--- config.mk ---
export PLATFORM = sky130hd
export DESIGN_NAME = countdown_timer
export DESIGN_NICKNAME = d
export VERILOG_FILES = /design/src/rtl/egg_timer_pkg.sv /design/src/rtl/bcd_digit_dec.sv /design/src/rtl/countdown_timer.sv
export SDC_FILE = /design/constraint.sdc
export NUM_CORES = 1
export LEC_CHECK = 0
export ABC_CLOCK_PERIOD_IN_PS = 3490
export CAP_MARGIN = 25
export CORE_MARGIN = 4
export CORE_UTILIZATION = 30
export DETAILED_ROUTE_END_ITERATION = 10
export GPL_ROUTABILITY_DRIVEN = 0
export GPL_TIMING_DRIVEN = 0
export MAX_ROUTING_LAYER = met4
export SETUP_SLACK_MARGIN = 0.15
export SLEW_MARGIN = 15
export SYNTH_ARGS = -nofsm -noshare
export SYNTH_HDL_FRONTEND = slang
export SYNTH_HIERARCHICAL = 1
export SYNTH_SLANG_ARGS = --single-unit
--- constraint.sdc ---
create_clock -name clk -period 3.49 [get_ports clk]
set_input_delay 0.5235 -clock clk [delete_from_list [all_inputs] [get_ports clk]]
set_output_delay 0.5235 -clock clk [all_outputs]
set_load 0.01 [all_outputs]
--- src/rtl/egg_timer_pkg.sv ---
// Shared types and constants for the egg timer datapath.
package egg_timer_pkg;

  typedef enum logic [1:0] {
    StIdle  = 2'd0,
    StRun   = 2'd1,
    StAlarm = 2'd2
  } state_e;

  localparam int unsigned DigitW    = 4;
  localparam int unsigned AlarmCntW = 4;

  localparam logic [DigitW-1:0] DigitMax9 = 4'd9;
  localparam logic [DigitW-1:0] DigitMax5 = 4'd5;

  // Limit each preset digit to its legal maximum so the time register always holds valid BCD.
  function automatic logic [4*DigitW-1:0] clamp_preset(input logic [4*DigitW-1:0] p);
    logic [DigitW-1:0] mt, mo, st, so;
    mt = (p[15:12] > DigitMax9) ? DigitMax9 : p[15:12];
    mo = (p[11:8]  > DigitMax9) ? DigitMax9 : p[11:8];
    st = (p[7:4]   > DigitMax5) ? DigitMax5 : p[7:4];
    so = (p[3:0]   > DigitMax9) ? DigitMax9 : p[3:0];
    return {mt, mo, st, so};
  endfunction

endpackage

--- src/rtl/bcd_digit_dec.sv ---
// One BCD digit of the borrow-chain decrementer; wraps 0 to MAX and borrows.
module bcd_digit_dec
  import egg_timer_pkg::*;
#(
  parameter logic [DigitW-1:0] MAX = DigitMax9
) (
  input  logic [DigitW-1:0] digit_i,
  input  logic              borrow_in_i,
  output logic [DigitW-1:0] digit_o,
  output logic              borrow_out_o
);

  // Decrement only when a borrow arrives from the less significant digit.
  always_comb begin
    digit_o      = digit_i;
    borrow_out_o = 1'b0;
    if (borrow_in_i) begin
      if (digit_i == '0) begin
        digit_o      = MAX;
        borrow_out_o = 1'b1;
      end else begin
        digit_o = digit_i - 1'b1;
      end
    end
  end

endmodule

--- src/rtl/countdown_timer.sv ---
// MM:SS BCD countdown with one-cycle done pulse and timed alarm level.
module countdown_timer
  import egg_timer_pkg::*;
#(
  parameter int unsigned ALARM_SECS = 5
) (
  input  logic        clk,
  input  logic        rst,
  input  logic        load,
  input  logic [15:0] preset,
  input  logic        is_counting,
  input  logic        sec_clk,
  output logic [15:0] time_bcd,
  output logic        running,
  output logic        done,
  output logic        alarm,
  output logic        zero
);

  localparam logic [AlarmCntW-1:0] LastCnt = AlarmCntW'(ALARM_SECS - 1);

  state_e                 state_q, state_d;
  logic [15:0]            time_q, time_d;
  logic                   done_q, done_d;
  logic                   alarm_q, alarm_d;
  logic [AlarmCntW-1:0]   acnt_q, acnt_d;

  logic [15:0] dec_time;
  logic        b_so, b_st, b_mo, underflow;

  // Borrow chain: seconds ones always borrows, each digit passes its borrow upward.
  bcd_digit_dec #(.MAX(DigitMax9)) u_sec_ones (
    .digit_i      (time_q[3:0]),
    .borrow_in_i  (1'b1),
    .digit_o      (dec_time[3:0]),
    .borrow_out_o (b_so)
  );

  bcd_digit_dec #(.MAX(DigitMax5)) u_sec_tens (
    .digit_i      (time_q[7:4]),
    .borrow_in_i  (b_so),
    .digit_o      (dec_time[7:4]),
    .borrow_out_o (b_st)
  );

  bcd_digit_dec #(.MAX(DigitMax9)) u_min_ones (
    .digit_i      (time_q[11:8]),
    .borrow_in_i  (b_st),
    .digit_o      (dec_time[11:8]),
    .borrow_out_o (b_mo)
  );

  bcd_digit_dec #(.MAX(DigitMax9)) u_min_tens (
    .digit_i      (time_q[15:12]),
    .borrow_in_i  (b_mo),
    .digit_o      (dec_time[15:12]),
    .borrow_out_o (underflow)
  );

  // Next-state, time register and alarm bookkeeping.
  always_comb begin
    state_d = state_q;
    time_d  = time_q;
    done_d  = 1'b0;
    alarm_d = alarm_q;
    acnt_d  = acnt_q;
    unique case (state_q)
      StIdle: begin
        alarm_d = 1'b0;
        if (load) begin
          time_d = clamp_preset(preset);
        end else if (is_counting && (time_q != '0)) begin
          state_d = StRun;
        end
      end
      StRun: begin
        if (!is_counting) begin
          state_d = StIdle;
        end else if (sec_clk && !underflow) begin
          time_d = dec_time;
          // Last second elapsed: expire on this edge.
          if (dec_time == '0) begin
            done_d  = 1'b1;
            alarm_d = 1'b1;
            acnt_d  = '0;
            state_d = StAlarm;
          end
        end
      end
      StAlarm: begin
        if (load) begin
          time_d  = clamp_preset(preset);
          alarm_d = 1'b0;
          state_d = StIdle;
        end else if (sec_clk) begin
          if (acnt_q == LastCnt) begin
            alarm_d = 1'b0;
            state_d = StIdle;
          end else begin
            acnt_d = acnt_q + 1'b1;
          end
        end
      end
      default: begin
        state_d = StIdle;
        alarm_d = 1'b0;
      end
    endcase
  end

  // State and datapath registers with asynchronous reset.
  always_ff @(posedge clk or posedge rst) begin
    if (rst) begin
      state_q <= StIdle;
      time_q  <= '0;
      done_q  <= 1'b0;
      alarm_q <= 1'b0;
      acnt_q  <= '0;
    end else begin
      state_q <= state_d;
      time_q  <= time_d;
      done_q  <= done_d;
      alarm_q <= alarm_d;
      acnt_q  <= acnt_d;
    end
  end

  // Outputs decoded from registers.
  always_comb begin
    time_bcd = time_q;
    running  = (state_q == StRun);
    done     = done_q;
    alarm    = alarm_q;
    zero     = (time_q == '0);
  end

endmodule

* After elaboration in Yosys (flattened, before gate mapping)
Cells that the tools add are included.
Widths: inputs -> output; s select.
** Storage, ports and cells
- Register bits :: 24
- Input port bits :: 21
- Output and inout port bits :: 20
** Operators by class
- $add $sub $neg :: 5
- Magnitude comparators :: 4
- Eq/ne operators :: 16
- Muxes and demuxes :: 49
- Reduce and logical (&&, ||, !) cells :: 18
** Operators by type and width (number)
- $mux 4 :: 17
- $mux 16 :: 3
- $logic_not 16->1 :: 2
- $pmux 16 s2 :: 1
- $mux 1 :: 17
- $logic_not 4->1 :: 4
- $mux 2 :: 8
- $reduce_bool 16->1 :: 1
- $sub 4x1->4 const B :: 4
- $gt 4x4->1 const B :: 3
- $ne 2x2->1 const B :: 6
- $pmux 4 s2 :: 1
- $reduce_and 7->1 :: 1
- $ne 2x1->1 const B :: 3
- $ne 3x2->1 const B :: 2
- $ne 3x3->1 const B :: 2
- $pmux 2 s3 :: 1
- $reduce_and 6->1 :: 1
- $reduce_and 5->1 :: 1
- $add 4x1->4 const B :: 1
- $eq 4x3->1 const B :: 1
- $gt 4x3->1 const B :: 1
- $reduce_and 4->1 :: 1
- $reduce_bool 2->1 :: 2
- 7 further kinds :: 8

* Longest topological paths before layout
- Depth after elaboration :: 10
- Gate-level depth with buffers :: 14
- Gate-level depth less buffers :: 14

* Cells and area by module
Netlist, hierarchy kept.
** Modules (own cells, without submodules)
- countdown_timer :: times used 1, cells an instance 140, area each 1317.5 um^2, seq. area each 600.6 um^2
- bcd_digit_dec (u_min_ones ...) :: times used 3, cells an instance 11, area each 78.8 um^2, seq. area each 0.0 um^2
- bcd_digit_dec (u_sec_tens) :: times used 1, cells an instance 9, area each 58.8 um^2, seq. area each 0.0 um^2

* Worst setup path after synthesis
OpenSTA, ideal clock, no wires.
- Path type :: register to register
- Start point :: register time_q[0] (netlist: time_bcd[0])
- End point :: register alarm_q (netlist: alarm)
- Setup time :: 0.124 ns
- Arrival time :: 3.467 ns
- Data required time :: 3.366 ns
- Path slack :: -0.101 ns
- Stages on the path, launching flop included :: 15
- Path buffers :: 0
- Period minus slack after synthesis :: 3.591 ns
- Cell sequence :: dfrtp_1 nand2b_4 nor4_1 inv_1 or3_4 nor3_1 nand2b_4 nor4_1 nand2b_4 o21ai_0 nand2_1 nor4_1 nand4_1 and3_1 a211o_1
** Between the ends
- Elaborated cells between the ends (all ways) :: 16
- Classes of those cells :: add/sub (1); eq/ne (2); mux (8); reduce/logical (5)
** RTL lines
- from (decl) :: line countdown_timer.sv:23 : logic [15:0] time_q, time_d;
- from (signal assigned) :: line countdown_timer.sv:121 : time_q <= time_d;
- $logic_not 4->1 :: line bcd_digit_dec.sv:18 : if (digit_i == '0) begin
- $mux 1 :: line bcd_digit_dec.sv:18
- net b_so :: line countdown_timer.sv:29 : logic b_so, b_st, b_mo, underflow;
- $mux 1 :: line bcd_digit_dec.sv:17 : if (borrow_in_i) begin
- net b_st :: line countdown_timer.sv:29
- $mux 1 :: line bcd_digit_dec.sv:17
- net b_mo :: line countdown_timer.sv:29
- $mux 4 :: line bcd_digit_dec.sv:17
- net dec_time[14] :: line countdown_timer.sv:28 : logic [15:0] dec_time;
- $logic_not 16->1 :: line countdown_timer.sv:82 : if (dec_time == '0) begin
- $ne 2x1->1 (no line)
- $reduce_and 5->1 (no line)
- to (signal assigned) :: line countdown_timer.sv:123 : alarm_q <= alarm_d;
- to (decl) :: line countdown_timer.sv:25 : logic alarm_q, alarm_d;
The timed path passes the listed nets, and every way through them passes these cells.
A chain may end at the register's enable or synchronous reset.

* Final worst setup path
Same ends and word-level chain as after synthesis.

==> metrics list <==
- Status: finished clean
- Entering global routing, the biggest net connects 25 pins.
- Wire length on met1: around 2100 um
* Average cell area after synthesis: between 8 and 9 um^2
- Hold path startpoint: alarm
- R2R Path Start: time_bcd[0]
- Final wirelength: 4440 um
* Count of filler cells inserted in the layout: between 500 and 600
* Worst voltage drop across the vdd grid: around 0.21 mV
- Post-synth top flop: dfrtp_1
- TritonCTS built the clock tree.
- Data on the critical path is required at its endpoint by 3.65 ns.
- For this configuration, the core starts out at a cell density of 0.312.
* Yosys cell types: 39
* Final number of max-transition violations: 0
* Bufs on Longest Clock Path: 2
* Power per cell area: about 450 nW/um^2
- The floorplan step defined a die boundary enclosing 6610 um^2.
- Fraction of post-synthesis cell area in the top cell type by area: 0.372
- The finished cells cover about 2300 um^2.
* Share of flip-flops with an asynchronous set or reset after synthesis: 1.00
- Crit path time final: 3.40 ns
- Sequential area share after synthesis: 0.372
- After clock tree synthesis, the clock-pin slew on the worst setup and hold paths is 0.09 ns.
- DRC violations left: 0
* Setup ws final: between 0.08 and 0.09 ns
- Counting every instance in the synthesized netlist gives between 150 and 200.
- Critical Path End Type: register
- GRT overflow: 0
- Via count of the first global-routing pass: between 1000 and 1500
* Top Ports: 41
* Cell type with the largest total area after synthesis: dfrtp_1
* Depth of the worst register-to-register path: 15
- At the end of the flow, the number of nets in the layout was 264.
- In the detailed route, the total length drawn on met2 is 2050 um.
- The synthesized design contains 24 register bits.
- Number of hold violations in the final report: 0
- Number of buffers added on ports: 40
- In this run the worst path has a maximum fanout of 7.
- In this run the clock root is driven by a clkbuf_8.
* Number of core rows: 26
- Commonest cells after routing, fill and taps aside: 40 x clkdlybuf4s50_1, 26 x nor2_1, 21 x dfrtp_1
- The number of antenna diodes in the final layout is 0.
- Setup repair after global routing could not meet its margin everywhere.
- Across every metal layer, demand over resource in global routing totals 0.139.
- Hold Path End: alarm
- STA classifies the critical path startpoint as a register.
* Number of buffers created by CTS: 3
* Number of H-tree branching levels: 1
- Routed length per instance: 14.3 um
* Number of maximum-capacitance violations: 0
- For the final database, setup skew stands at about 0.0014 ns.
* Type of the worst setup path: register to register
- Most common cell after layout, fill and taps aside: clkdlybuf4s50_1
- Initial antenna violation count: 0
- First-pass GRT wire length: approximately 7000 um
- Num Clock Sinks: 24
- DP HPWL: ~3200 um
- Share of final-layout standard cells stronger than drive strength 1: 0.188
- Height of the die: 81.3 um
* Detail-routed via count per cell: approximately 5
* Area after DPL: between 2000 and 2500 um^2
- Post-synthesis cell area: 1610 um^2
* Area Growth Syn to Fin: 45.2%
- Insertion delay of the later-clocked pin in the worst-skew pair: 0.27 ns
- For this block, the initial DRC count from the detailed router was 138.
- Yosys attributes the largest share of cell area to dfrtp_1 37%, nor2_1 6.1%, xor2_1 4.9%.
* Total negative slack: 0 ns
- Measured along the x axis, the die boundary spans 81.3 um.
- Top routing layer in use: met4
- The worst register-to-register path ends at alarm.
- For flop-to-flop paths, the worst setup slack is around 0.09 ns.
- Met3 WL post-DR: roughly 190 um
- Dividing the final minimum period by the clock period gives 0.975.
- The floorplan step defined a core boundary enclosing roughly 5200 um^2.
* Class of the tightest hold or removal check: register to register
- For this run, the number of Yosys warnings is 6.
* Number of detailed-route iterations in the first pass: 4
- Counting flops with a built-in enable in the synthesized netlist gives 0.
* Hold buffer count at cts: 0
- Based on the critical path, the design can be clocked at up to a little under 300 MHz.
- # setup viols final: 0
- Summed over all cells, the static leakage comes to around 0.94 nW.
* Vias after detailed routing: 1583
- Worst slack at placement: -0.124 ns
- For the worst setup path, the data arrival time is roughly 3.6 ns.
- Antenna Violating Nets Remaining: 0
- Counting instances, the worst hold path has a depth of 1.
[layer usage]
layer	vias up	GRT usage
li1	788	-
met1	751	0.199
met2	39	0.203
met3	5	0.0177
met4	0	0.0456
met5	-	-
[cell usage after synthesis, types with 2 or more instances]
cell / instances
a21o_2: 3
a21oi_1: 15
a22oi_1: 7
and3_1: 2
buf_2: 3
buf_6: 2
dfrtp_1: 24
ha_1: 2
inv_1: 7
mux2_2: 4
mux2i_1: 3
nand2_1: 7
nand2b_1: 4
nand2b_4: 3
nand3_1: 2
nand3b_1: 3
nand4_1: 4
nor2_1: 26
nor2b_1: 4
nor3_1: 7
nor4_1: 11
o21ai_0: 11
o22ai_1: 2
or4b_1: 3
xor2_1: 9
[repair_timing]
item / 4_1_cts / 5_1_grt
pin swaps: 1 / 13
buffers inserted: 0 / 12
gates resized for setup: 5 / 8
hold endpoints to repair: 0 / 0
setup endpoints to repair: 22 / 16
[registers in the layout, indices dropped and copies added (netlist names)]
register  count
done          1
state_q       2
time_bcd     16
acnt_q        4
alarm         1
[cells by family after synthesis]
kind of cell	after synthesis	share of synthesized area
flip-flops	24	0.372
other	1	0.00233
XOR/XNOR	10	0.0543
AND/OR/NAND/NOR	81	0.292
adder cells (fa/ha/maj)	2	0.0155
multiplexers	7	0.0465
AO/OA/AOI/OAI	45	0.178
buffers and inverters	12	0.0396
[stage by stage]
| step | instances | utilization | hold WS (ns) | total power [mW] |
|---|---|---|---|---|
| 4_1_cts | 297 | 0.430 | 0.522 | 1.04 |
| 5_1_grt | 310 | 0.453 | 0.538 | 1.13 |
| 2_1_floorplan | 183 | - | 0.496 | 0.593 |
| 3_5_place_dp | 293 | 0.409 | 0.501 | 0.770 |
| 6_report | 310 | 0.453 | 0.514 | 1.06 |
| 3_3_place_gp | 293 | 0.409 | 0.496 | 0.769 |
[worst max-delay path: stages, from the launching register on]
cell and delay, ns:
dfrtp_2 0.44, nand2b_4 0.18, nor4_4 0.17, inv_1 0.09
or3_4 0.36, nor3_4 0.24, nand2b_4 0.10, nor4_4 0.29
nand2b_4 0.11, buf_4 0.14, or4b_1 0.51, nand2_2 0.09
nor4_1 0.04, nand4_1 0.19, nor3_4 0.10, a211o_1 0.23
[power breakdown]
part           total, mW  switching [mW]  internal [mW]  leakage (nW)
Combinational      0.391           0.172          0.219         0.613
Sequential         0.422          0.0970          0.325         0.289
Clock              0.248          0.0942          0.153        0.0357
Total               1.06           0.363          0.697         0.937
[layout make-up]
class	count	area, um^2	area share
buffer	5	37.5	0.0160
clock buffer	3	41.3	0.0176
clock inverter	1	30.0	0.0128
inverter	7	26.3	0.0112
multi-input combinational	147	1010	0.431
sequential	24	604	0.258
tap	70	87.6	0.0374
timing repair buffer	53	505	0.216
[worst max path at each step]
stage	slack, ns	start	end	cells after the start
finish	0.09	time_bcd[0]	alarm	15
global route	-0.05	time_bcd[0]	acnt_q[1]	14
CTS	0.15	time_bcd[1]	alarm	13
detailed placement	-0.12	time_bcd[0]	acnt_q[0]	14
global placement	-0.15	time_bcd[0]	acnt_q[0]	14
floorplan	0.21	time_bcd[0]	alarm	14
Note: power is estimated with default switching activity, not from simulation.
